`src/rtl/lsu_pkg.sv`:
```
// Shared definitions for the load/store unit: size encodings, FSM states and lane helpers.
// Optional misaligned-access trapping is selected in the top level by LSU_MISALIGN_TRAP_EN.
package lsu_pkg;

    localparam logic [1:0] SIZE_BYTE     = 2'b00;
    localparam logic [1:0] SIZE_HALF     = 2'b01;
    localparam logic [1:0] SIZE_WORD     = 2'b10;
    localparam logic [1:0] SIZE_WORD_ALT = 2'b11;

    localparam logic [31:0] BYTE_MASK = 32'h0000_00FF;
    localparam logic [31:0] HALF_MASK = 32'h0000_FFFF;
    localparam logic [31:0] WORD_MASK = 32'hFFFF_FFFF;

    typedef enum logic [2:0] {
        ST_IDLE  = 3'd0,
        ST_RD    = 3'd1,
        ST_RWAIT = 3'd2,
        ST_WR    = 3'd3,
        ST_RESP  = 3'd4
    } lsu_state_e;

    // Bit position of the addressed lane inside the 32-bit word; 3 - offset == ~offset for 2 bits.
    function automatic logic [4:0] lane_shift(input logic big_endian,
                                              input logic [1:0] size,
                                              input logic [1:0] offset);
        logic [4:0] shift;
        case (size)
            SIZE_BYTE: shift = big_endian ? {~offset, 3'b000} : {offset, 3'b000};
            SIZE_HALF: shift = big_endian ? {~offset[1], 4'b0000} : {offset[1], 4'b0000};
            default:   shift = 5'd0;
        endcase
        return shift;
    endfunction

    function automatic logic is_misaligned(input logic [1:0] size, input logic [1:0] offset);
        logic mis;
        case (size)
            SIZE_BYTE: mis = 1'b0;
            SIZE_HALF: mis = offset[0];
            default:   mis = (offset != 2'b00);
        endcase
        return mis;
    endfunction

endpackage

```
`src/rtl/byte_lane_merge.sv`:
```
// Combinational lane logic: inserts store data into a read word and extracts/extends load data.
module byte_lane_merge
    import lsu_pkg::*;
#(
    parameter int BIG_ENDIAN = 1
)(
    input  logic [1:0]  size,
    input  logic        is_signed,
    input  logic [1:0]  offset,
    input  logic [31:0] store_data,
    input  logic [31:0] mem_word,
    output logic [31:0] merged,
    output logic [31:0] load_data
);

    logic [4:0]  shift;
    logic [31:0] mask;
    logic [31:0] lane;

    always_comb begin
        shift = lane_shift(BIG_ENDIAN != 0, size, offset);
        case (size)
            SIZE_BYTE: mask = BYTE_MASK;
            SIZE_HALF: mask = HALF_MASK;
            default:   mask = WORD_MASK;
        endcase

        merged = (mem_word & ~(mask << shift)) | ((store_data & mask) << shift);
        lane   = (mem_word >> shift) & mask;

        case (size)
            SIZE_BYTE: load_data = is_signed ? {{24{lane[7]}}, lane[7:0]} : lane;
            SIZE_HALF: load_data = is_signed ? {{16{lane[15]}}, lane[15:0]} : lane;
            default:   load_data = mem_word;
        endcase
    end

endmodule

```
`src/rtl/load_store_unit.sv`:
```
// Single-request load/store unit with read-modify-write for sub-word stores.
// Define LSU_MISALIGN_TRAP_EN to add the MisalignErr output and trap misaligned accesses.
module load_store_unit
    import lsu_pkg::*;
#(
    parameter int BIG_ENDIAN = 1,
    parameter int ADDR_W     = 32
)(
    input  logic              Clk,
    input  logic              Reset,
    input  logic              ReqValid,
    output logic              ReqReady,
    input  logic              ReqWrite,
    input  logic [1:0]        ReqSize,
    input  logic              ReqSigned,
    input  logic [ADDR_W-1:0] ReqAddr,
    input  logic [31:0]       ReqWData,
    output logic              RespValid,
    output logic [31:0]       RespData,
    output logic [ADDR_W-1:0] MemAddress,
    output logic [31:0]       MemWriteData,
    output logic              MemRead,
    output logic              MemWrite,
    input  logic [31:0]       MemReadData
`ifdef LSU_MISALIGN_TRAP_EN
    ,
    output logic              MisalignErr
`endif
);

    lsu_state_e  state, state_next;
    logic        accept;
    logic        trap_req;
    logic        write_q;
    logic        signed_q;
    logic [1:0]  size_q;
    logic [1:0]  offset_q;
    logic [31:0] wdata_q;
    logic [31:0] merged;
    logic [31:0] load_data;

    assign accept    = ReqValid && ReqReady;
    assign ReqReady  = (state == ST_IDLE);
    assign MemRead   = (state == ST_RD);
    assign MemWrite  = (state == ST_WR);
    assign RespValid = (state == ST_RESP);

`ifdef LSU_MISALIGN_TRAP_EN
    logic mis_q;

    assign trap_req    = is_misaligned(ReqSize, ReqAddr[1:0]);
    assign MisalignErr = (state == ST_RESP) && mis_q;

    always_ff @(posedge Clk or posedge Reset) begin
        if (Reset)
            mis_q <= 1'b0;
        else if (accept)
            mis_q <= trap_req;
    end
`else
    assign trap_req = 1'b0;
`endif

    always_ff @(posedge Clk or posedge Reset) begin
        if (Reset)
            state <= ST_IDLE;
        else
            state <= state_next;
    end

    // Word stores skip the read; sub-word stores read, merge, then write.
    always_comb begin
        state_next = state;
        case (state)
            ST_IDLE: begin
                if (accept) begin
                    if (trap_req)
                        state_next = ST_RESP;
                    else if (ReqWrite && ReqSize[1])
                        state_next = ST_WR;
                    else
                        state_next = ST_RD;
                end
            end
            ST_RD:    state_next = ST_RWAIT;
            ST_RWAIT: state_next = write_q ? ST_WR : ST_RESP;
            ST_WR:    state_next = ST_RESP;
            ST_RESP:  state_next = ST_IDLE;
            default:  state_next = ST_IDLE;
        endcase
    end

    byte_lane_merge #(
        .BIG_ENDIAN (BIG_ENDIAN)
    ) u_lane (
        .size       (size_q),
        .is_signed  (signed_q),
        .offset     (offset_q),
        .store_data (wdata_q),
        .mem_word   (MemReadData),
        .merged     (merged),
        .load_data  (load_data)
    );

    // Memory-side registers only change on entry to an access, so they hold between accesses.
    always_ff @(posedge Clk or posedge Reset) begin
        if (Reset) begin
            write_q      <= 1'b0;
            signed_q     <= 1'b0;
            size_q       <= SIZE_BYTE;
            offset_q     <= 2'b00;
            wdata_q      <= 32'h0;
            MemAddress   <= '0;
            MemWriteData <= 32'h0;
            RespData     <= 32'h0;
        end else begin
            if (accept) begin
                write_q  <= ReqWrite;
                signed_q <= ReqSigned;
                size_q   <= ReqSize;
                offset_q <= ReqAddr[1:0];
                wdata_q  <= ReqWData;
                if (!trap_req)
                    MemAddress <= {ReqAddr[ADDR_W-1:2], 2'b00};
            end
            if (state_next == ST_WR && state != ST_WR)
                MemWriteData <= (state == ST_IDLE) ? ReqWData : merged;
            if (state_next == ST_RESP && state != ST_RESP)
                RespData <= (state == ST_RWAIT && !write_q) ? load_data : 32'h0;
        end
    end

endmodule

```
`config.mk`:
```
export PLATFORM = sky130hd
export DESIGN_NAME = load_store_unit
export DESIGN_NICKNAME = d
export VERILOG_FILES = /design/src/rtl/lsu_pkg.sv /design/src/rtl/byte_lane_merge.sv /design/src/rtl/load_store_unit.sv
export SDC_FILE = /design/constraint.sdc
export NUM_CORES = 1
export LEC_CHECK = 0
export CAP_MARGIN = 0
export CORE_ASPECT_RATIO = 1.4
export CORE_MARGIN = 1.5
export CORE_UTILIZATION = 33
export DETAILED_ROUTE_END_ITERATION = 8
export SLEW_MARGIN = 20
export SYNTH_ARGS = -nofsm -noshare
export SYNTH_HDL_FRONTEND = slang
export SYNTH_SLANG_ARGS = --single-unit
```
`constraint.sdc`:
```
create_clock -name Clk -period 4.37 [get_ports Clk]
set_clock_uncertainty 0.1 [all_clocks]
set_input_delay 0.437 -clock Clk [delete_from_list [all_inputs] [get_ports Clk]]
set_output_delay 0.437 -clock Clk [all_outputs]
set_load 0.02 [all_outputs]
```
Word level (Yosys, flattened, before mapping)
Index checks and enable logic that the tools add are counted.

Word-level logic and storage cells: 47. Bits in registers: 135.

Shift operators: 3. Reduce and logical (&&, ||, !) cells: 8. Equal/unequal tests: 9. Bitwise logic cells: 7. Multiplexer cells: 11.

Operator list (count): 32-bit 2-to-1 mux (4); 32-bit case mux with 2 select lines (2); 32-bit bitwise AND (3); 32-bit by 5-bit left shift with 32-bit output (2); 32-bit inverter (1); 32-bit OR (1); 32-bit by 5-bit >> shifter with 32-bit output (1); 3-bit case mux with 4 select lines (1); 5-bit case mux with 2 select lines (1); 3-bit by 2-bit == test with 1-bit output, second input constant (3); 3-bit == test, second input constant (2); 3-bit 2-to-1 mux (2); 1-bit logical AND (5); 3-bit by 1-bit == test with 1-bit output, second input constant (1); 3-bit logical NOT (1); 3-bit by 2-bit inequality test with 1-bit output, second input constant (1); 3-bit inequality test, second input constant (1); 2-bit by 1-bit == test with 1-bit output, second input constant (1); 2-bit logical NOT (1); 2-bit 2-to-1 mux (1); 2-bit inverter (1); 1-bit logical NOT (1); 1-bit inverter (1).

Logic depth before layout (Yosys ltp)
Gate-level depths: netlist of the first run.

Depth after elaboration: 7. Mapped depth: 9.

Modules after synthesis
A second synthesis of the first run with hierarchy kept.

Cells, all modules: 558. Area total of the unflattened synthesis: 6871.6 µm².

By module, submodules not included: load_store_unit (area each 5566.6 µm², seq. area each 3378.2 µm², instances 1, cells each 345); byte_lane_merge (area each 1305.0 µm², seq. area each 0.0 µm², instances 1, cells each 213).

Worst setup path after synthesis of the first run
OpenSTA, ideal clock, no wires.

Path type: register to register. Start point: register state[2]. End point: register MemAddress[10]. Setup time: 0.125 ns. Data arrival time: 1.796 ns. Required time: 4.145 ns. Clock period less this slack: 2.020 ns. Path buffers: 4. Slack: 2.350 ns. Stages on the path, launching flop included: 9. Cell sequence: dfrtp_1 -> buf_2 -> or3_1 -> clkbuf_1 -> inv_2 -> and2_1 -> buf_2 -> buf_4 -> mux2_2.

Cells in the longest elaborated chain, start to end: 2.

Ends and longest elaborated chain: from (decl) (line load_store_unit.sv:31) `lsu_state_e state, state_next;`; from (signal assigned) (line load_store_unit.sv:68) `state <= state_next;`; 3-bit logical NOT (line load_store_unit.sv:43) `assign ReqReady = (state == ST_IDLE);`; 1-bit logical AND (line load_store_unit.sv:42) `assign accept = ReqValid && ReqReady;`; to (signal assigned) (line load_store_unit.sv:124) `MemAddress <= {ReqAddr[ADDR_W-1:2], 2'b00};`; to (decl) (line load_store_unit.sv:20) `output logic [ADDR_W-1:0] MemAddress,`.

No other way between the ends. A chain may end at the register's enable or synchronous reset.

Worst setup path after layout of the first run
Start point: register state[0]. End point: output port ReqReady.

Cells in the longest elaborated chain, start to end: 1.

Ends and longest elaborated chain: 3-bit logical NOT (line load_store_unit.sv:43); to (decl) (line load_store_unit.sv:12) `output logic ReqReady,`.

No other way between the ends.

==> qor.csv, run 1 <==
metric,value,unit
outcome,finished clean,
wl_per_cell,20.4,um
top_ports,203,
detailedPlacementHpwl,15700,um
vias_per_cell,5.40,
post_cts.repair.setup_buffers,0,
synth_top_cell_area_share,51.5,%
timing_max_transition_violations_final,0,
hold_buffers,0,
start_kind,flip-flop,
design.final.nets,878,
report.power.total,0.00760,W
synth_enable_flop_cells,0,
floorplan.die_area,20700,um^2
most-common-layout-cells,"sky130_fd_sc_hd__clkdlybuf4s50_1, sky130_fd_sc_hd__dfrtp_1, sky130_fd_sc_hd__o21ai_0",
critical_path.slowest_cell,sky130_fd_sc_hd__clkdlybuf4s50_1,
worst-slew-pin-transition,1.10,ns
most_common_library_cell_in_the_layout_ignoring_fill_and_taps,sky130_fd_sc_hd__clkdlybuf4s50_1,
total_congestion_overflow,0,
max_freq,0.347,GHz
io_buffers,200,
maximum_clock_path_buffer_count,2,
layout_filler_cell_count,1787,
vias,5593,
drcViolationCount,0,
slew-limit-headroom,26.9,%
total_cts_buffers,17,
number_of_different_library_cells_in_the_post_synthesis_netlist,50,
start_util,33.8,%
power-per-cell-area,815,nW/um^2
cap_violations,0,
clk_transition_reported_paths,0.06,ns
synthesis.instances,595,
arrival,2.34,ns
cts-htree-levels,4,
seqCellArea,3380,um^2
grt_pass1_vias,5649,
timing.final.crit_share,65.9,%
antenna_left,0,
setup_repair_after_global_routing_missed_its_margin,no,
dr_wl_met3,1590,um
clock_tree.root_cell,sky130_fd_sc_hd__clkbuf_16,
grt_start_max_net_pins,49,
grt_first_pass_wirelength,32000,um
timing.setup.critical_path_class,flip-flop to output port,
stdcell_count,1036,
n_antenna_cell,0,
synth_seq_area_share,51.5,%
synth_async_sr_flop_share,100,%
cp_cell_sequence,or3_1 > inv_2 > clkdlybuf4s50_1,
detailedRoute.firstIterationViolations,424,
global_route.usage.total,20.6,%
detailedRoute.firstPassIterationCount,5,
place_worst_setup_slack,1.49,ns
cts.sinks,135,
setup_tns,0,ns
syn2layout_area_growth,42.3,%
top_signal_layer_used,met4,
post_cts.resized_instances,0,
hold_path_class,input pin to asynchronous set/reset pin,
max_ir_drop_vdd,338,uV
fin_util,48.2,%
placement_rows,60,
synth-main-ff-cell,sky130_fd_sc_hd__dfrtp_1,
gpl.final_weighted_congestion,0.914,
tritoncts,yes,
synth_largest_area_cell,sky130_fd_sc_hd__dfrtp_1,
wl,21200,um
dieHeight,170,um
drive_gt1_share,18.1,%
final_critical_path_setup_slack,1.49,ns
drt-met1-wl,8480,um
core-area,19400,um^2
finalSetupViolations,0,
largest_cells_by_area_after_synthesis,"sky130_fd_sc_hd__dfrtp_1, sky130_fd_sc_hd__mux2_2, sky130_fd_sc_hd__o21ai_0, sky130_fd_sc_hd__a21oi_1, sky130_fd_sc_hd__nand2_1",
synth_area_per_cell,11.0,um^2
worstPathMaxFanout,18,
cp_data_required_time,3.83,ns
initial_antenna_violation_count,0,
critPathMaxStageDelay,0.69,ns
cp-end-kind,output port,
numPlacedInstances,1004,
finalHoldViolations,0,
synth-warning-count,0,
netlist_area,6560,um^2
minimum_period_implied_by_the_final_worst_setup_slack,2.88,ns
static-leakage-power,3.83,nW
worst_skew_pair.late_latency,0.42,ns
met2_wirelength,10500,um
dieWidth,122,um
synth-seq-cells,135,
multi_input_comb_area,2890,um^2
[critical path, delay by kind of cell, from the launching register on]
family	cells	cell delay (ns)
buf+inv	2	0.99
flops	1	0.50
simple gates	1	0.42
[per-layer routing]
metal,global-route usage [%],up-vias
li1,-,2551
met2,34.4,238
met3,5.24,38
met5,0,-
met4,8.70,0
met1,24.9,2766
[Yosys cell counts (2+ instances only)]
cell and n:
sky130_fd_sc_hd__dfrtp_1 135, sky130_fd_sc_hd__o21ai_0 68, sky130_fd_sc_hd__mux2_2 66, sky130_fd_sc_hd__nand2_1 47
sky130_fd_sc_hd__a21oi_1 43, sky130_fd_sc_hd__clkbuf_1 28, sky130_fd_sc_hd__nor2_1 23, sky130_fd_sc_hd__a22oi_1 22
sky130_fd_sc_hd__inv_1 13, sky130_fd_sc_hd__a211oi_1 12, sky130_fd_sc_hd__buf_2 12, sky130_fd_sc_hd__buf_4 10
sky130_fd_sc_hd__mux2i_1 10, sky130_fd_sc_hd__a21o_1 9, sky130_fd_sc_hd__o21ai_1 9, sky130_fd_sc_hd__a22o_1 8
sky130_fd_sc_hd__o221a_2 8, sky130_fd_sc_hd__o311a_1 8, sky130_fd_sc_hd__or3b_2 8, sky130_fd_sc_hd__mux4_2 7
sky130_fd_sc_hd__nand3_1 6, sky130_fd_sc_hd__o221ai_1 6, sky130_fd_sc_hd__nand2b_1 4, sky130_fd_sc_hd__nor3b_1 3
sky130_fd_sc_hd__a211o_1 2, sky130_fd_sc_hd__nand4_1 2, sky130_fd_sc_hd__o21a_1 2, sky130_fd_sc_hd__o21bai_1 2
[cells by family (layout without fill, tap and decap cells)]
| family | Yosys count | count (layout) | synth area share, % |
|---|---|---|---|
| AOI/OAI and AO/OA | 205 | 205 | 20.4 |
| and+or+nand+nor | 106 | 106 | 8.07 |
| DFF | 135 | 135 | 51.5 |
| other | 1 | 2 | 0.0572 |
| muxes | 83 | 83 | 15.3 |
| buffers and inverters | 65 | 257 | 4.64 |
[through the flow]
step	area, um^2	hold WS [ns]
CTS	9330	0.352
detailed placement	8710	0.383
global route	9330	0.398
finish	9330	0.339
floorplan	6560	0.375
global placement	8710	0.376
[report_power, final]
group          switching, W  internal [W]  total [W]
clock              0.000566      0.000916    0.00148
sequential         0.000547       0.00185    0.00239
combinational       0.00194       0.00179    0.00373
total               0.00305       0.00455    0.00760
[path summary, 6_finish.rpt]
| check | from | to | slack [ns] | cells past startpoint |
|---|---|---|---|---|
| setup reg to reg | size_q[0]$_DFFE_PP0P_ | RespData[27]$_DFFE_PP0P_ | 1.57 | 4 |
| hold / removal | Reset | MemAddress[22]$_DFFE_PP0P_ | 0.34 | 2 |
| hold reg to reg | MemWriteData[27]$_DFFE_PP0P_ | MemWriteData[27]$_DFFE_PP0P_ | 0.40 | 2 |
| setup / recovery | state[0]$_DFF_PP0_ | ReqReady | 1.49 | 3 |
| max in group asynchronous | Reset | wdata_q[18]$_DFFE_PP0P_ | 2.90 | 3 |
| min in group Clk | MemWriteData[27]$_DFFE_PP0P_ | MemWriteData[27]$_DFFE_PP0P_ | 0.40 | 2 |
[final cells by class]
type	instances	share of cell area [%]
Tap cell	248	3.33
Timing Repair Buffer	211	22.3
Sequential cell	135	36.2
Clock inverter	14	1.86
Inverter	14	0.590
Multi-Input combinational cell	396	30.9
Clock buffer	18	4.71
[state kept, by name (all words and copies together), names as in the netlist]
register / flops
signed_q: 1
MemAddress: 30
size_q: 2
RespData: 32
offset_q: 2
state: 3
write_q: 1
wdata_q: 32
MemWriteData: 32
Power figures use the tool's default switching activity.
==> run 2: changes to the inputs <==
clock period = 2.5 ns   (was 4.37 ns; I/O delays follow)
==> qor.csv, run 2 (synthesis gave the netlist of run 1 again) <==
metric,value,unit,change
worst-slew-pin-transition,0.727,ns,-0.369 ns
regToRegStartpoint,offset_q[0]$_DFFE_PP0P_,,
worstPathBufferInverterCount,1,,-1
wl_per_cell,20.2,um,-0.98%
setup_tns,0,ns,unchanged
io_buffers,200,,unchanged
core-area,19400,um^2,unchanged
vias_per_cell,5.44,,+0.69%
max_freq,0.458,GHz,
reg2reg_slack,0.37,ns,-1.20 ns
clock_tree.root_cell,sky130_fd_sc_hd__clkbuf_16,,
max_ir_drop_vdd,591,uV,+75%
worstPathMaxFanout,10,,-8
floorplan.die_area,20700,um^2,unchanged
detailedRoute.firstPassIterationCount,6,,+1
clk_transition_reported_paths,0.06,ns,about the same
minimum_period_implied_by_the_final_worst_setup_slack,2.18,ns,
postPlaceCellArea,8860,um^2,+1.7%
finalSetupViolations,0,,unchanged
report.power.total,0.0135,W,+78%
detailedPlacementHpwl,15500,um,-1.2%
worst_skew_pair.late_latency,0.43,ns,about the same
timing.final.crit_share,87.3,%,
rr_worst_depth,4,,unchanged
total_congestion_overflow,0,,unchanged
setup_repair_after_global_routing_missed_its_margin,no,,
postLayoutCellArea,9470,um^2,+1.5%
drive_gt1_share,18.9,%,+0.73 points
outcome,finished clean,,
hold_worst_slack,0.293,ns,-0.0460 ns
drcViolationCount,0,,unchanged
critical_path.slowest_cell,sky130_fd_sc_hd__clkdlybuf4s50_1,,
grt_pass1_vias,5698,,+0.87%
worst_path_dominant_cell_family,buffers and inverters,,
dieWidth,122,um,unchanged
grt_first_pass_wirelength,32700,um,+2.2%
arrival,1.83,ns,-0.51 ns
start_kind,flip-flop,,
timing.setup.critical_path_class,flip-flop to output port,,
slew-limit-headroom,51.5,%,+25 points
worst_r2r_endpoint,RespData[29]$_DFFE_PP0P_,,
timing_max_transition_violations_final,0,,unchanged
most-common-layout-cells,"sky130_fd_sc_hd__clkdlybuf4s50_1, sky130_fd_sc_hd__dfrtp_1, sky130_fd_sc_hd__o21ai_0",,
layout_filler_cell_count,1758,,-1.6%
initial_antenna_violation_count,0,,unchanged
largest_registers_ranked_by_flip_flop_count,"MemWriteData: 32 flops, RespData: 32 flops, wdata_q: 32 flops",,
cts.sinks,135,,unchanged
top_ports,203,,unchanged
dieHeight,170,um,unchanged
most_common_library_cell_in_the_layout_ignoring_fill_and_taps,sky130_fd_sc_hd__clkdlybuf4s50_1,,
gpl.final_weighted_congestion,0.840,,-8.0%
post_cts.repair.setup_buffers,0,,unchanged
detailedRoute.firstIterationViolations,399,,-5.9%
antenna_left,0,,unchanged
hold_path_class,input pin to asynchronous set/reset pin,,
n_antenna_cell,0,,unchanged
design.final.nets,892,,+1.6%
static-leakage-power,3.90,nW,+1.9%
vias,5697,,+1.9%
start_util,33.8,%,unchanged
cp-end-kind,output port,,
placement_rows,60,,unchanged
finalHoldViolations,0,,unchanged
grt_start_max_net_pins,136,,+180%
total_cts_buffers,17,,unchanged
maximum_clock_path_buffer_count,2,,unchanged
cp_data_required_time,2.15,ns,-1.68 ns
tritoncts,yes,,
syn2layout_area_growth,44.5,%,
cp_cell_sequence,and3b_1 > clkdlybuf4s50_1,,
timing.critical_path.from,state[2]$_DFF_PP0_,,
cap_violations,0,,unchanged
power-per-cell-area,1430,nW/um^2,+75%
cts-htree-levels,4,,unchanged
wl,21200,um,+0.17%
critPathMaxStageDelay,0.62,ns,-0.07 ns
global_route.usage.total,21.0,%,+0.41 points
hold_buffers,0,,unchanged
run 2: changes by cell type in the layout (fill, tap and decap cells not counted), moves of 2 or more:
| cell | previous run | this run |
|---|---|---|
| sky130_fd_sc_hd__clkinv_2 | 3 | 1 |
| sky130_fd_sc_hd__buf_4 | 11 | 22 |
| sky130_fd_sc_hd__clkinvlp_4 | 1 | 4 |
| sky130_fd_sc_hd__inv_6 | 2 | 0 |
| sky130_fd_sc_hd__buf_12 | 0 | 3 |
| sky130_fd_sc_hd__clkbuf_1 | 0 | 3 |
| sky130_fd_sc_hd__clkinv_4 | 5 | 0 |
run 2: metal layers:
layer | track usage, % | up-vias | share of wire, %
li1 | - | 2583 | -
met1 | 26.2 | 2832 | 41
met2 | 35.1 | 244 | 50
met3 | 4.57 | 38 | 6.8
met4 | 8.34 | 0 | 2.9
met5 | 0 | - | 0
run 2: through the flow:
stage / worst slack (ns) / std cells / util (%)
after floorplan: 0.471 / 596 / -
after global placement: 0.396 / 1018 / 45.7
after detailed placement: 0.325 / 1018 / 45.7
after CTS: 0.0193 / 1048 / 48.9
after global routing: 0.248 / 1048 / 48.9
final: 0.318 / 1048 / 48.9
run 2: power by group:
part,switching (W),internal [W]
Clock,0.000927,0.00171
Combinational,0.00362,0.00329
Sequential,0.000743,0.00323
run 2: worst max-delay path by stage:
stage | endpoint | slack [ns] | cells past startpoint
detailed placement | RespData[31]$_DFFE_PP0P_ | 0.32 | 5
floorplan | MemAddress[10]$_DFFE_PP0P_ | 0.47 | 1
CTS | ReqReady | 0.02 | 3
finish | MemWrite | 0.32 | 2
global route | RespData[28]$_DFFE_PP0P_ | 0.25 | 4
global placement | RespData[29]$_DFFE_PP0P_ | 0.40 | 5
run 2: worst min-delay path: cells and delay by family:
kind / cells / cell delay (ns)
buf+inv: 3 / 1.05
run 2: layout make-up:
cell class	count	area [um^2]	area share, %
timing repair buffer	225	2230	23.5
multi-input combinational	396	2890	30.5
sequential	135	3380	35.7
tap	248	310	3.28
clock buffer	22	464	4.90
clock inverter	8	148	1.56
inverter	14	56.3	0.594
run 2: timing repair:
action | 4_1_cts | 5_1_grt
setup endpoints to repair | 0 | 1
gates resized for setup | 0 | 1
endpoints found under the hold margin | 0 | 0
